<file path="src/rtl/hwag_pkg.sv">
// Shared constants, sequencer state encoding and modulo-cycle arithmetic
// for the ignition scheduler.
package hwag_pkg;

  localparam int ANGLE_PER_TOOTH = 64;
  localparam int ANGLE_REV       = 3840;
  localparam int ANGLE_CYCLE     = 7680;
  localparam int ADV_MAX         = 1280;
  localparam int DWELL_MAX       = 3840;

  typedef enum logic [1:0] {
    IDLE,
    CALC_FIRE,
    CALC_START,
    WRITE
  } sched_state_t;

  // a - b wrapped into 0..ANGLE_CYCLE-1; both operands are already in range.
  function automatic logic [12:0] sub_mod_cycle(input logic [12:0] a, input logic [12:0] b);
    logic [13:0] diff;
    diff = {1'b0, a} - {1'b0, b};
    if (diff[13]) begin
      diff = diff + 14'(ANGLE_CYCLE);
    end
    return diff[12:0];
  endfunction

endpackage

</file>
<file path="src/rtl/hwag_ign_channel.sv">
// One ignition channel: pending/active angle sets, safe-point commit,
// start/fire equality compare and the coil drive flop.
module hwag_ign_channel
  import hwag_pkg::*;
#(
  parameter int ANGLE_WIDTH = 13
) (
  input  logic                   clk,
  input  logic                   rst,
  input  logic                   hwag_start,
  input  logic [ANGLE_WIDTH-1:0] cyc,
  input  logic                   wr_en,
  input  logic [ANGLE_WIDTH-1:0] wr_start,
  input  logic [ANGLE_WIDTH-1:0] wr_fire,
  input  logic [ANGLE_WIDTH-1:0] wr_dwell,
  output logic                   pending,
  output logic                   ign_out
);

  logic                   pend_q;
  logic [ANGLE_WIDTH-1:0] pend_start_q, pend_fire_q, pend_dwell_q;
  logic [ANGLE_WIDTH-1:0] act_start_q, act_fire_q, act_dwell_q;
  logic                   ign_q, ign_d;
  logic                   act_en, hit_start, hit_fire, fire_edge, commit;

  assign act_en    = hwag_start && (act_dwell_q != '0);
  assign hit_start = act_en && (cyc == act_start_q);
  assign hit_fire  = act_en && (cyc == act_fire_q);
  assign fire_edge = ign_q && hit_fire;

  // Swap in new angles only where no coil event can be lost or doubled.
  assign commit = pend_q && (fire_edge || ((act_dwell_q == '0) && !ign_q) || !hwag_start);

  always_comb begin
    ign_d = ign_q;
    if (!hwag_start) begin
      ign_d = 1'b0;
    end else if (hit_fire) begin
      ign_d = 1'b0;
    end else if (hit_start) begin
      ign_d = 1'b1;
    end
  end

  always_ff @(posedge clk) begin
    if (rst) begin
      pend_q       <= 1'b0;
      pend_start_q <= '0;
      pend_fire_q  <= '0;
      pend_dwell_q <= '0;
      act_start_q  <= '0;
      act_fire_q   <= '0;
      act_dwell_q  <= '0;
      ign_q        <= 1'b0;
    end else begin
      ign_q <= ign_d;
      if (commit) begin
        act_start_q <= pend_start_q;
        act_fire_q  <= pend_fire_q;
        act_dwell_q <= pend_dwell_q;
      end
      // A same-cycle write lands after the commit has taken the old values.
      if (wr_en) begin
        pend_q       <= 1'b1;
        pend_start_q <= wr_start;
        pend_fire_q  <= wr_fire;
        pend_dwell_q <= wr_dwell;
      end else if (commit) begin
        pend_q <= 1'b0;
      end
    end
  end

  assign pending = pend_q;
  assign ign_out = ign_q && hwag_start;

endmodule

</file>
<file path="src/rtl/hwag_ign_sched.sv">
// Ignition scheduler top: config handshake with range check, shared-subtractor
// sequencer and cycle-angle formation feeding the per-channel comparators.
module hwag_ign_sched
  import hwag_pkg::*;
#(
  parameter int ANGLE_WIDTH = 13,
  parameter int CHANNELS    = 4,
  parameter int CH_WIDTH    = 2
) (
  input  logic                   clk,
  input  logic                   rst,
  input  logic                   hwag_start,
  input  logic [23:0]            acnt,
  input  logic                   phase,
  input  logic                   cfg_valid,
  output logic                   cfg_ready,
  input  logic [CH_WIDTH-1:0]    cfg_ch,
  input  logic [ANGLE_WIDTH-1:0] cfg_tdc,
  input  logic [ANGLE_WIDTH-1:0] cfg_adv,
  input  logic [ANGLE_WIDTH-1:0] cfg_dwell,
  output logic                   cfg_err,
  output logic [CHANNELS-1:0]    pending,
  output logic [CHANNELS-1:0]    ign_out
);

  sched_state_t           state_q, state_d;
  logic                   err_q;
  logic                   accept, reject, cfg_bad;
  logic [CH_WIDTH-1:0]    ch_q;
  logic [ANGLE_WIDTH-1:0] tdc_q, adv_q, dwell_q, fire_q, start_q;
  logic [ANGLE_WIDTH-1:0] sub_a, sub_b, sub_res;
  logic [ANGLE_WIDTH-1:0] cyc;
  logic                   unused_acnt_hi;

  assign cyc            = acnt[ANGLE_WIDTH-1:0] + (phase ? ANGLE_WIDTH'(ANGLE_REV) : '0);
  assign unused_acnt_hi = ^acnt[23:ANGLE_WIDTH];

  assign cfg_bad = (cfg_tdc > ANGLE_WIDTH'(ANGLE_CYCLE - 1)) ||
                   (cfg_adv > ANGLE_WIDTH'(ADV_MAX)) ||
                   (cfg_dwell > ANGLE_WIDTH'(DWELL_MAX));

  always_comb begin
    state_d = state_q;
    accept  = 1'b0;
    reject  = 1'b0;
    unique case (state_q)
      IDLE: begin
        if (cfg_valid) begin
          if (cfg_bad) begin
            reject = 1'b1;
          end else begin
            accept  = 1'b1;
            state_d = CALC_FIRE;
          end
        end
      end
      CALC_FIRE:  state_d = CALC_START;
      CALC_START: state_d = WRITE;
      WRITE:      state_d = IDLE;
      default:    state_d = IDLE;
    endcase
  end

  // One subtractor serves both fire = tdc - adv and start = fire - dwell.
  assign sub_a   = (state_q == CALC_FIRE) ? tdc_q : fire_q;
  assign sub_b   = (state_q == CALC_FIRE) ? adv_q : dwell_q;
  assign sub_res = ANGLE_WIDTH'(sub_mod_cycle(13'(sub_a), 13'(sub_b)));

  always_ff @(posedge clk) begin
    if (rst) begin
      state_q <= IDLE;
      err_q   <= 1'b0;
      ch_q    <= '0;
      tdc_q   <= '0;
      adv_q   <= '0;
      dwell_q <= '0;
      fire_q  <= '0;
      start_q <= '0;
    end else begin
      state_q <= state_d;
      err_q   <= reject;
      if (accept) begin
        ch_q    <= cfg_ch;
        tdc_q   <= cfg_tdc;
        adv_q   <= cfg_adv;
        dwell_q <= cfg_dwell;
      end
      if (state_q == CALC_FIRE) begin
        fire_q <= sub_res;
      end
      if (state_q == CALC_START) begin
        start_q <= sub_res;
      end
    end
  end

  assign cfg_ready = (state_q == IDLE);
  assign cfg_err   = err_q;

  generate
    for (genvar gi = 0; gi < CHANNELS; gi++) begin : g_ch
      hwag_ign_channel #(
        .ANGLE_WIDTH(ANGLE_WIDTH)
      ) u_ch (
        .clk       (clk),
        .rst       (rst),
        .hwag_start(hwag_start),
        .cyc       (cyc),
        .wr_en     ((state_q == WRITE) && (ch_q == CH_WIDTH'(gi))),
        .wr_start  (start_q),
        .wr_fire   (fire_q),
        .wr_dwell  (dwell_q),
        .pending   (pending[gi]),
        .ign_out   (ign_out[gi])
      );
    end
  endgenerate

endmodule

</file>
<file path="config.mk">
export PLATFORM = sky130hd
export DESIGN_NAME = hwag_ign_sched
export DESIGN_NICKNAME = d
export VERILOG_FILES = /design/src/rtl/hwag_pkg.sv /design/src/rtl/hwag_ign_channel.sv /design/src/rtl/hwag_ign_sched.sv
export SDC_FILE = /design/constraint.sdc
export NUM_CORES = 1
export LEC_CHECK = 0
export CORE_UTILIZATION = 49
export CTS_CLUSTER_DIAMETER = 80
export DETAILED_ROUTE_END_ITERATION = 10
export PLACE_DENSITY_LB_ADDON = 0.05
export SETUP_SLACK_MARGIN = 0.02
export SLEW_MARGIN = 0
export SYNTH_ARGS = -nofsm -noshare
export SYNTH_HDL_FRONTEND = slang
export SYNTH_SLANG_ARGS = --single-unit
</file>
<file path="constraint.sdc">
create_clock -name clk -period 4.6 [get_ports clk]
set_clock_uncertainty 0.1 [all_clocks]
set_input_delay 1.15 -clock clk [delete_from_list [all_inputs] [get_ports clk]]
set_output_delay 1.15 -clock clk [all_outputs]
set_load 0.03 [all_outputs]
</file>
==> results.md, run 1 <==
- Cell Area, Synth: 16,200 um^2
- Area Growth Syn to Fin: 15.9%
- Clock transition at path regs: 0.06 ns
- Register bit total from synthesis: 390
- Post-synthesis sequential area ratio: 48.2%
- Setup tns final: 0 ns
- Worst ir drop on vdd: 316 uV
- Critical path's slowest cell: or4_1
- Hold Crit Class: register to register
- Global-route usage over all layers: 25.5%
- Fmax: 239 MHz
- Pin count of the biggest net entering global routing: 135
- Lkg Pwr: 7.41 nW
- Final min period: 4.18 ns
- PD cells: 438 nW/um^2
- Starting DRT DRC Count: 619
- Final net count: 1,980
- HP Start: g_ch[0].u_ch.pend_dwell_q[7]
- Initial core utilization: 49.8%
- Crit. End Element: register
- Setup Fix Bufs, Post-CTS: 0
- RSZ-0062 raised after global routing: false
- DRC: 0
- Status: finished, final reports clean
- Clock Sinks: 390
- Data required, critical path: 4.96 ns
- CTS buffer count: 42
- Post-CTS Hold Fix Bufs: 0
- Area of the multi-input gates: 7800 um^2
- Initial antenna violation count: 0
- Sequential Area: 7810 um^2
- Hpwl dp: 27,800 um
- Final Wtd Congestion: 0.828
- EDFF count, synth: 0
- Chip Width: 184 um
- Vias in the first global route: 11,896
- CTS tree: done
- Synth unique cells: 53
- Post-cts sizing count: 0
- Worst flop-to-flop path startpoint: state_q[1]
- Die span in y: 184 um
- Crit share post-route: 90.9%
- Drt total wl: 42,400 um
- Clock buffer depth: 3
- Arr. time, crit path: 4.54 ns
- Placed inst area: 17,400 um^2
- Total grt overflow: 0
- Via-per-instance ratio: 5.26
- IO buf count: 68
- CP peak stage delay: 0.56 ns
- First-pass GRT wire length: 66,700 um
- Hold Vio Cnt, Final: 0
- Layout cell share with drive strength beyond 1: 7.57%
- Ys flop type: dfxtp_1
- Via count: 12,394
- Ys Warns: 0
- I/O pin count: 80
- Final setup vio count: 0
- Crit-path cells: inv_1 -> ha_2 -> buf_4 -> buf_4 -> nand2b_1 -> nand2_1 -> ha_1 -> a21o_1 -> or4_1 -> a21oi_2 -> mux2_2 -> nor4_1 -> xor3_1 -> a211oi_1
- Maximum fanout along the worst path: 14
- Fillers: 3,029
- CP dominant cell by count: buf_4
- Syn Nets: 1,947
- Relative max-transition margin: 32.9%
- CP startpoint: state_q[1]
- Total core area: 32,500 um^2
- CTS root buf: clkbuf_16
- Slew Viols, Final: 0
- Insertion delay to the later sink of the worst-skew pair: 0.55 ns
- WL/cell: 18.0 um
- Startpoint types: register
- Ys async rst share: 0%
- Worst slew pin tran: 1.01 ns
- Core Rows: 66
- # diodes: 0
- Drt pass-1 iters: 5
- Htree depth: 2
- Max-cap viol count: 0
- Post-Layout Inst Area: 18,800 um^2
- Synth Instances: 1,853
- Critical path class: register to register
- Antenna-violating nets left: 0
- Die ar.: 33,800 um^2
- Syn_area_per_cell: 8.75 um^2
==> layer usage <==
layer | routed length (um) | vias up | global-route usage [%]
met5 | 0 | - | 0
met4 | 1070 | 0 | 7.53
met3 | 1220 | 59 | 2.58
met2 | 20500 | 218 | 44.2
met1 | 19600 | 5897 | 33.5
li1 | - | 6220 | -
==> placed cells by master (no fill, tap or decap), types with 3 or more instances in the layout <==
master and n:
a21o_1 6, o21ai_0 10, bufinv_16 3, dfxtp_1 390
xnor3_1 3, buf_12 8, clkdlybuf4s50_1 67, a21oi_1 212
inv_1 19, nor3b_1 7, o41ai_2 3, or4_1 4
clkbuf_1 6, clkbuf_16 42, nor4_1 24, nand2b_1 15
xor2_1 43, nor2_1 197, nand2_2 3, a31oi_1 4
nor2b_1 4, clkinv_2 6, and2_1 5, mux2i_1 177
clkbuf_8 10, a211oi_1 12, o21a_1 4, buf_4 42
nand4_1 17, mux2_2 9, nand3_1 10, nand2_1 413
ha_1 21, xnor2_1 67, nor3_1 11
==> cells in the mapped netlist (4+ instances only) <==
cell,number,share of area (%)
inv_1,19,0.44
buf_1,7,0.16
buf_2,14,0.43
nand2b_1,15,0.58
a21oi_1,212,6.5
a31oi_1,4,0.15
a211oi_1,12,0.56
nand4_1,17,0.66
mux2i_1,177,11
and2_1,5,0.19
nor3b_1,8,0.37
nor3_1,11,0.34
o21ai_0,10,0.31
nor2_1,199,4.6
clkbuf_1,92,2.1
nand3_1,11,0.34
dfxtp_1,390,48
ha_1,22,1.7
mux2_2,9,0.63
nor2b_1,4,0.15
or4_1,4,0.19
xor2_1,43,2.3
xnor2_1,67,3.6
a21o_1,6,0.28
nor4_1,24,0.93
nand2_1,416,9.6
buf_4,13,0.60
o21a_1,4,0.19
==> final cells by class <==
cell class	instances	area share (%)
flip-flops and latches	390	41.6
well taps	442	2.94
clock buffers	58	6.45
inverters	19	0.380
repair buffers	118	6.18
multi-input cells	1315	41.5
clock inverters	15	0.946
==> worst max-delay path: cells and delay by family, from the launching register on <==
kind | cells | cell delay, ns
and+or+nand+nor | 4 | 1.01
muxes | 1 | 0.38
DFF | 1 | 0.32
xor gates and xnor gates | 1 | 0.33
buffers and inverters | 3 | 0.55
AOI/OAI and AO/OA | 3 | 0.77
adders and majority gates | 2 | 0.64
==> power breakdown <==
group          leakage, nW  total (mW)  switching, mW  internal, mW
registers             3.14        3.53          0.105          3.43
clock network        0.683        3.38           1.37          2.01
logic                 3.58        1.31          0.745         0.567
total                 7.41        8.22           2.22          6.00
==> stage by stage <==
| stage | util [%] | hold slack [ns] | power (mW) | setup slack [ns] | instances |
|---|---|---|---|---|---|
| 2_1_floorplan | - | 0.333 | 4.52 | 0.536 | 1853 |
| 3_3_place_gp | 53.4 | 0.341 | 4.90 | 0.0760 | 2284 |
| 3_5_place_dp | 53.4 | 0.345 | 4.92 | 0.0382 | 2284 |
| 4_1_cts | 57.7 | 0.353 | 8.29 | 0.414 | 2357 |
| 5_1_grt | 57.7 | 0.367 | 8.56 | 0.0592 | 2357 |
| 6_report | 57.7 | 0.352 | 8.22 | 0.418 | 2357 |
==> cell families after synthesis <==
family,share of synthesized area (%)
buffers and inverters,3.98
flip-flops,48.2
XOR/XNOR,6.92
adder cells (fa/ha/maj),1.95
AND/OR/NAND/NOR,18.4
AO/OA/AOI/OAI,9.04
multiplexers,11.6
==> path summary, 6_finish.rpt <==
path / endpoint / slack [ns] / cells past startpoint
max: start_q[12] / 0.42 / 14
min: g_ch[0].u_ch.pend_dwell_q[7] / 0.35 / 2
max reg2reg: start_q[12] / 0.42 / 14
min reg2reg: g_ch[0].u_ch.pend_dwell_q[7] / 0.35 / 2
==> sequential cells by signal (all words and copies together), names as in the netlist, 52 cells and up <==
register	cells
g_ch.u_ch.act_start_q	52
g_ch.u_ch.pend_fire_q	52
g_ch.u_ch.pend_start_q	52
g_ch.u_ch.pend_dwell_q	52
g_ch.u_ch.act_dwell_q	52
g_ch.u_ch.act_fire_q	52
No activity file was read; power rests on OpenSTA's default activity.
==> inputs of run 2 (changes only) <==
Settings changed: CORE_ASPECT_RATIO from default to 1.1.
==> results.md, run 2 (synthesized netlist as in run 1, its figures left out) <==
- Seq pwr share: 43.9%
- DRC: 0
- Final min period: 4.16 ns
- Critical path class: input pin to register
- CTS tree: done
- IO buf count: 68
- Hold Vio Cnt, Final: 0
- Crit-path cells: clkdlybuf4s50_1 -> ha_1 -> inv_1 -> fa_1 -> buf_12 -> xor2_1 -> nand3_1 -> or4_1 -> o41ai_2 -> nand2_2 -> buf_12 -> mux2i_1 -> nor2_1
- Final Wtd Congestion: 0.823
- Area Growth Syn to Fin: 15.0%
- Maximum fanout along the worst path: 39
- Pin count of the biggest net entering global routing: 116
- Drt pass-1 iters: 5
- Starting DRT DRC Count: 750
- Post-cts sizing count: 0
- Vias in the first global route: 11,550
- R2R Setup Slk: 0.45 ns
- Clk pwr share: 40.0%
- Global-route usage over all layers: 25.3%
- PD cells: 434 nW/um^2
- Antenna-violating nets left: 0
- Most frequent cells in the layout: nand2_1, dfxtp_1, a21oi_1
- WL/cell: 18.0 um
- Switching Share: 26.9%
- Data required, critical path: 4.91 ns
- Die ar.: 33,800 um^2
- Clock buffer depth: 3
- Total grt overflow: 0
- Switching power: 2.17 mW
- Int Power: 5.91 mW
- Initial antenna violation count: 0
- Status: finished, final reports clean
- Worst flop-to-flop path startpoint: state_q[1]
- Post-Layout Inst Area: 18,600 um^2
- # diodes: 0
- Crit. End Element: register
- Relative max-transition margin: 14.8%
- Worst r2r dst: fire_q[12]
- CP delay by family, top: simple AND/OR/NAND/NOR gates
- Die span in y: 193 um
- Htree depth: 2
- Setup tns final: 0 ns
- Arr. time, crit path: 4.46 ns
- Buffers and inverters on the worst path: 4
- Crit share post-route: 90.3%
- Worst ir drop on vdd: 328 uV
- Placed inst area: 17,300 um^2
- Lkg Pwr: 7.35 nW
- Layout cell share with drive strength beyond 1: 6.98%
- Core Rows: 69
- Part of the power in combinational logic: 16.1%
- Hpwl dp: 27,500 um
- Startpoint types: input pin
- Drt total wl: 41,900 um
- Final setup vio count: 0
- First-pass GRT wire length: 65,600 um
- CP startpoint: phase
- Initial core utilization: 49.9%
- Tot Pwr: 8.08 mW
- Hold Crit Class: register to register
- Critical path's slowest cell: or4_1
- CP dominant cell by count: buf_12
- Insertion delay to the later sink of the worst-skew pair: 0.54 ns
- Total core area: 32,500 um^2
- CP endpoint: g_ch[1].u_ch.act_fire_q[1]
- Max-cap viol count: 0
- Levels on crit path: 13
- Via-per-instance ratio: 5.26
- Via count: 12,273
- HP Start: g_ch[3].u_ch.pend_start_q[2]
- Setup Fix Bufs, Post-CTS: 0
- Slew Viols, Final: 0
- Chip Width: 175 um
- Final core occ: 57.4%
- I/O pin count: 80
- CP peak stage delay: 0.62 ns
- Clock transition at path regs: 0.06 ns
- Worst slew pin tran: 1.28 ns
- Post-CTS Hold Fix Bufs: 0
- Commonest non-fill, non-tap cell in the layout: nand2_1
- Fmax: 241 MHz
- CTS buffer count: 41
- Worst r2r path cells: 13
- CTS root buf: clkbuf_16
- Fillers: 3,018
- Clock Sinks: 390
- Final net count: 1,971
- RSZ-0062 raised after global routing: false
==> run 2: cell types whose count changed in the layout (fill, tap and decap cells not counted), moves of 2 or more <==
cell / previous run / this run
buf_4: 42 / 33
clkbuf_8: 10 / 17
bufinv_16: 3 / 0
clkbuf_1: 6 / 8
clkinv_2: 6 / 4
clkinvlp_4: 2 / 0
==> run 2: worst min path at each step <==
stage	slack, ns	end	depth (start not counted)
2_1_floorplan	0.33	adv_q[0]	2
5_1_grt	0.37	g_ch[0].u_ch.pend_start_q[11]	2
6_report	0.35	g_ch[3].u_ch.pend_start_q[2]	2
3_5_place_dp	0.35	g_ch[3].u_ch.pend_fire_q[12]	2
3_3_place_gp	0.34	g_ch[2].u_ch.pend_dwell_q[0]	2
4_1_cts	0.35	g_ch[3].u_ch.pend_fire_q[12]	2
==> run 2: stage by stage <==
step | std cells | worst slack, ns | hold slack [ns]
final | 2332 | 0.444 | 0.352
after global placement | 2260 | -0.0232 | 0.341
after CTS | 2332 | 0.433 | 0.354
after floorplan | 1853 | 0.536 | 0.333
after detailed placement | 2260 | -0.107 | 0.346
after global routing | 2332 | 0.198 | 0.366
==> run 2: cell type report <==
| type | instances | area [um^2] | area share (%) |
|---|---|---|---|
| clock buffer | 66 | 1290 | 6.92 |
| tap | 426 | 533 | 2.86 |
| multi-input combinational | 1315 | 7790 | 41.8 |
| timing repair buffer | 110 | 1110 | 5.97 |
| sequential | 390 | 7810 | 41.9 |
| inverter | 19 | 71.3 | 0.382 |
| clock inverter | 6 | 37.5 | 0.201 |
==> run 2: power groups by stage <==
stage	combinational (mW)	sequential [mW]	clock, mW
6_report	1.30	3.55	3.23
3_3_place_gp	1.29	3.62	0
4_1_cts	1.31	3.55	3.30
5_1_grt	1.45	3.55	3.44
3_5_place_dp	1.30	3.62	0
2_1_floorplan	0.971	3.55	0
==> run 2: per-layer routing <==
layer | global-route usage, % | part of all wire, % | vias up | wire [um]
li1 | - | - | 6197 | -
met4 | 9.63 | 3.4 | 0 | 1440
met3 | 3.55 | 4.1 | 73 | 1710
met2 | 42.8 | 47 | 256 | 19900
met5 | 0 | 0 | - | 0
met1 | 32.8 | 45 | 5747 | 18900
==> run 2: worst register-to-register path: cells and delay by family, from the launching register on <==
| kind | cells | cell delay (ns) |
|---|---|---|
| AO/OA/AOI/OAI | 4 | 0.82 |
| multiplexers | 2 | 0.74 |
| AND/OR/NAND/NOR | 2 | 0.72 |
| adder cells (fa/ha/maj) | 2 | 0.70 |
| buffers and inverters | 2 | 0.33 |
| XOR/XNOR | 1 | 0.33 |
| flip-flops | 1 | 0.32 |
==> inputs of run 3 (changes only) <==
Settings changed: CELL_PAD_IN_SITES_DETAIL_PLACEMENT from default to 1, CELL_PAD_IN_SITES_GLOBAL_PLACEMENT from default to 2, CORE_UTILIZATION 49 to 39, CTS_BUF_LIST from default to sky130_fd_sc_hd__clkbuf_8, PLACE_DENSITY from default to 0.94, PLACE_DENSITY_LB_ADDON 0.05 to default.
==> results.md, run 3 (synthesized netlist as in run 1, its figures left out) <==
- Final net count: 2,004
- Final min period: 4.17 ns
- Total grt overflow: 0
- CTS root buf: clkbuf_8
- Placed insts: 2,395
- Slew Viols, Final: 0
- Via-per-instance ratio: 5.09
- First-pass GRT wire length: 71,400 um
- CTS buffer count: 66
- Drt total wl: 44,600 um
- Initial antenna violation count: 0
- Total core area: 40,600 um^2
- Critical path class: register to register
- Chip Width: 196 um
- Core Rows: 77
- Layout cell share with drive strength beyond 1: 8.71%
- Status: finished, final reports clean
- Startpoint types: register
- Lkg Pwr: 7.46 nW
- Starting DRT DRC Count: 528
- Fmax: 240 MHz
- Worst ir drop on vdd: 206 uV
- Hpwl dp: 30,600 um
- Clock Sinks: 390
- I/O pin count: 80
- Setup tns final: 0 ns
- Final worst slack: 0.425 ns
- Die span in y: 216 um
- Crit. End Element: register
- Hold Vio Cnt, Final: 0
- Area Growth Syn to Fin: 16.3%
- Worst slew pin tran: 1.06 ns
- Global-route usage over all layers: 21.4%
- Vias in the first global route: 13,481
- IO buf count: 68
- Initial core utilization: 40.0%
- Relative max-transition margin: 29.0%
- Arr. time, crit path: 4.60 ns
- Final Wtd Congestion: 0.825
- Commonest non-fill, non-tap cell in the layout: nand2_1
- Insertion delay to the later sink of the worst-skew pair: 0.63 ns
- Crit share post-route: 90.8%
- Maximum fanout along the worst path: 13
- Data required, critical path: 5.03 ns
- Antenna-violating nets left: 0
- Hold Crit Class: register to register
- Hold slack: 0.354 ns
- Final cell count without fillers: 2,505
- CTS tree: done
- Clock buffer depth: 3
- Via count: 12,761
- Final setup vio count: 0
- Die ar.: 42,400 um^2
- RSZ-0062 raised after global routing: false
- Drt pass-1 iters: 4
- Clock transition at path regs: 0.06 ns
- Max-cap viol count: 0
- Most frequent cells in the layout: nand2_1, dfxtp_1, a21oi_1
- # diodes: 0
- PD cells: 423 nW/um^2
- Htree depth: 3
- WL/cell: 17.8 um
- Pin count of the biggest net entering global routing: 141
- DRC: 0
- Placement Setup Slack: -0.114 ns
-- run 3: cell count changes in the layout (fill, tap and decap cells not counted), sizes merged --
| cell | previous run | this run |
|---|---|---|
| buf | 43 | 51 |
| bufinv | 0 | 1 |
| clkbuf | 66 | 83 |
| clkinv | 4 | 3 |
| clkinvlp | 0 | 4 |
| inv | 21 | 38 |
-- run 3: per-layer routing --
metal	routed length, um	GRT usage, %	up-vias
li1	-	-	6254
met4	1370	9.14	0
met3	1450	3.17	77
met5	0	0	-
met2	21700	36.7	200
met1	20100	26.6	6230
-- run 3: final timing paths --
check | startpoint | to | slack (ns) | cells past startpoint
worst max-delay path | state_q[1] | fire_q[12] | 0.43 | 13
worst min-delay path | g_ch[3].u_ch.pend_fire_q[3] | g_ch[3].u_ch.pend_fire_q[3] | 0.35 | 2
worst max register to register | state_q[1] | fire_q[12] | 0.43 | 13
worst min register to register | g_ch[3].u_ch.pend_fire_q[3] | g_ch[3].u_ch.pend_fire_q[3] | 0.35 | 2
-- run 3: power by group --
part	switching [mW]	internal, mW
Combinational	0.763	0.592
Clock	1.40	1.68
Sequential	0.119	3.43
-- run 3: layout make-up --
cell class	count	area [um^2]
Sequential cell	390	7810
Timing Repair Buffer	118	1170
Tap cell	553	692
Clock buffer	83	1140
Clock inverter	27	160
Multi-Input combinational cell	1315	7800
Fill cell	4766	21700
Inverter	19	71.3
-- run 3: metrics by stage --
step	power, mW	cell area (um^2)	utilization [%]
global placement	4.91	17500	43.2
floorplan	4.52	16200	-
finish	7.97	18800	46.5
CTS	8.05	18800	46.4
global route	8.35	18800	46.5
detailed placement	4.95	17500	43.2
-- run 3: critical path, cell delays in order (launching register included) --
cell	delay, ns
dfxtp_1	0.33
inv_1	0.15
ha_4	0.29
mux2_2	0.43
inv_1	0.09
ha_1	0.22
nor2b_1	0.14
o31a_1	0.27
or4_1	0.49
a2111oi_0	0.45
nor3b_1	0.15
nor4_1	0.35
xor3_1	0.32
a211oi_1	0.25
-- run 3: timing repair --
item | in CTS | in global routing
resized for setup | 0 | 1
endpoints found under the setup margin | 0 | 2
hold buffers | 0 | 0
buffers inserted | 0 | 0
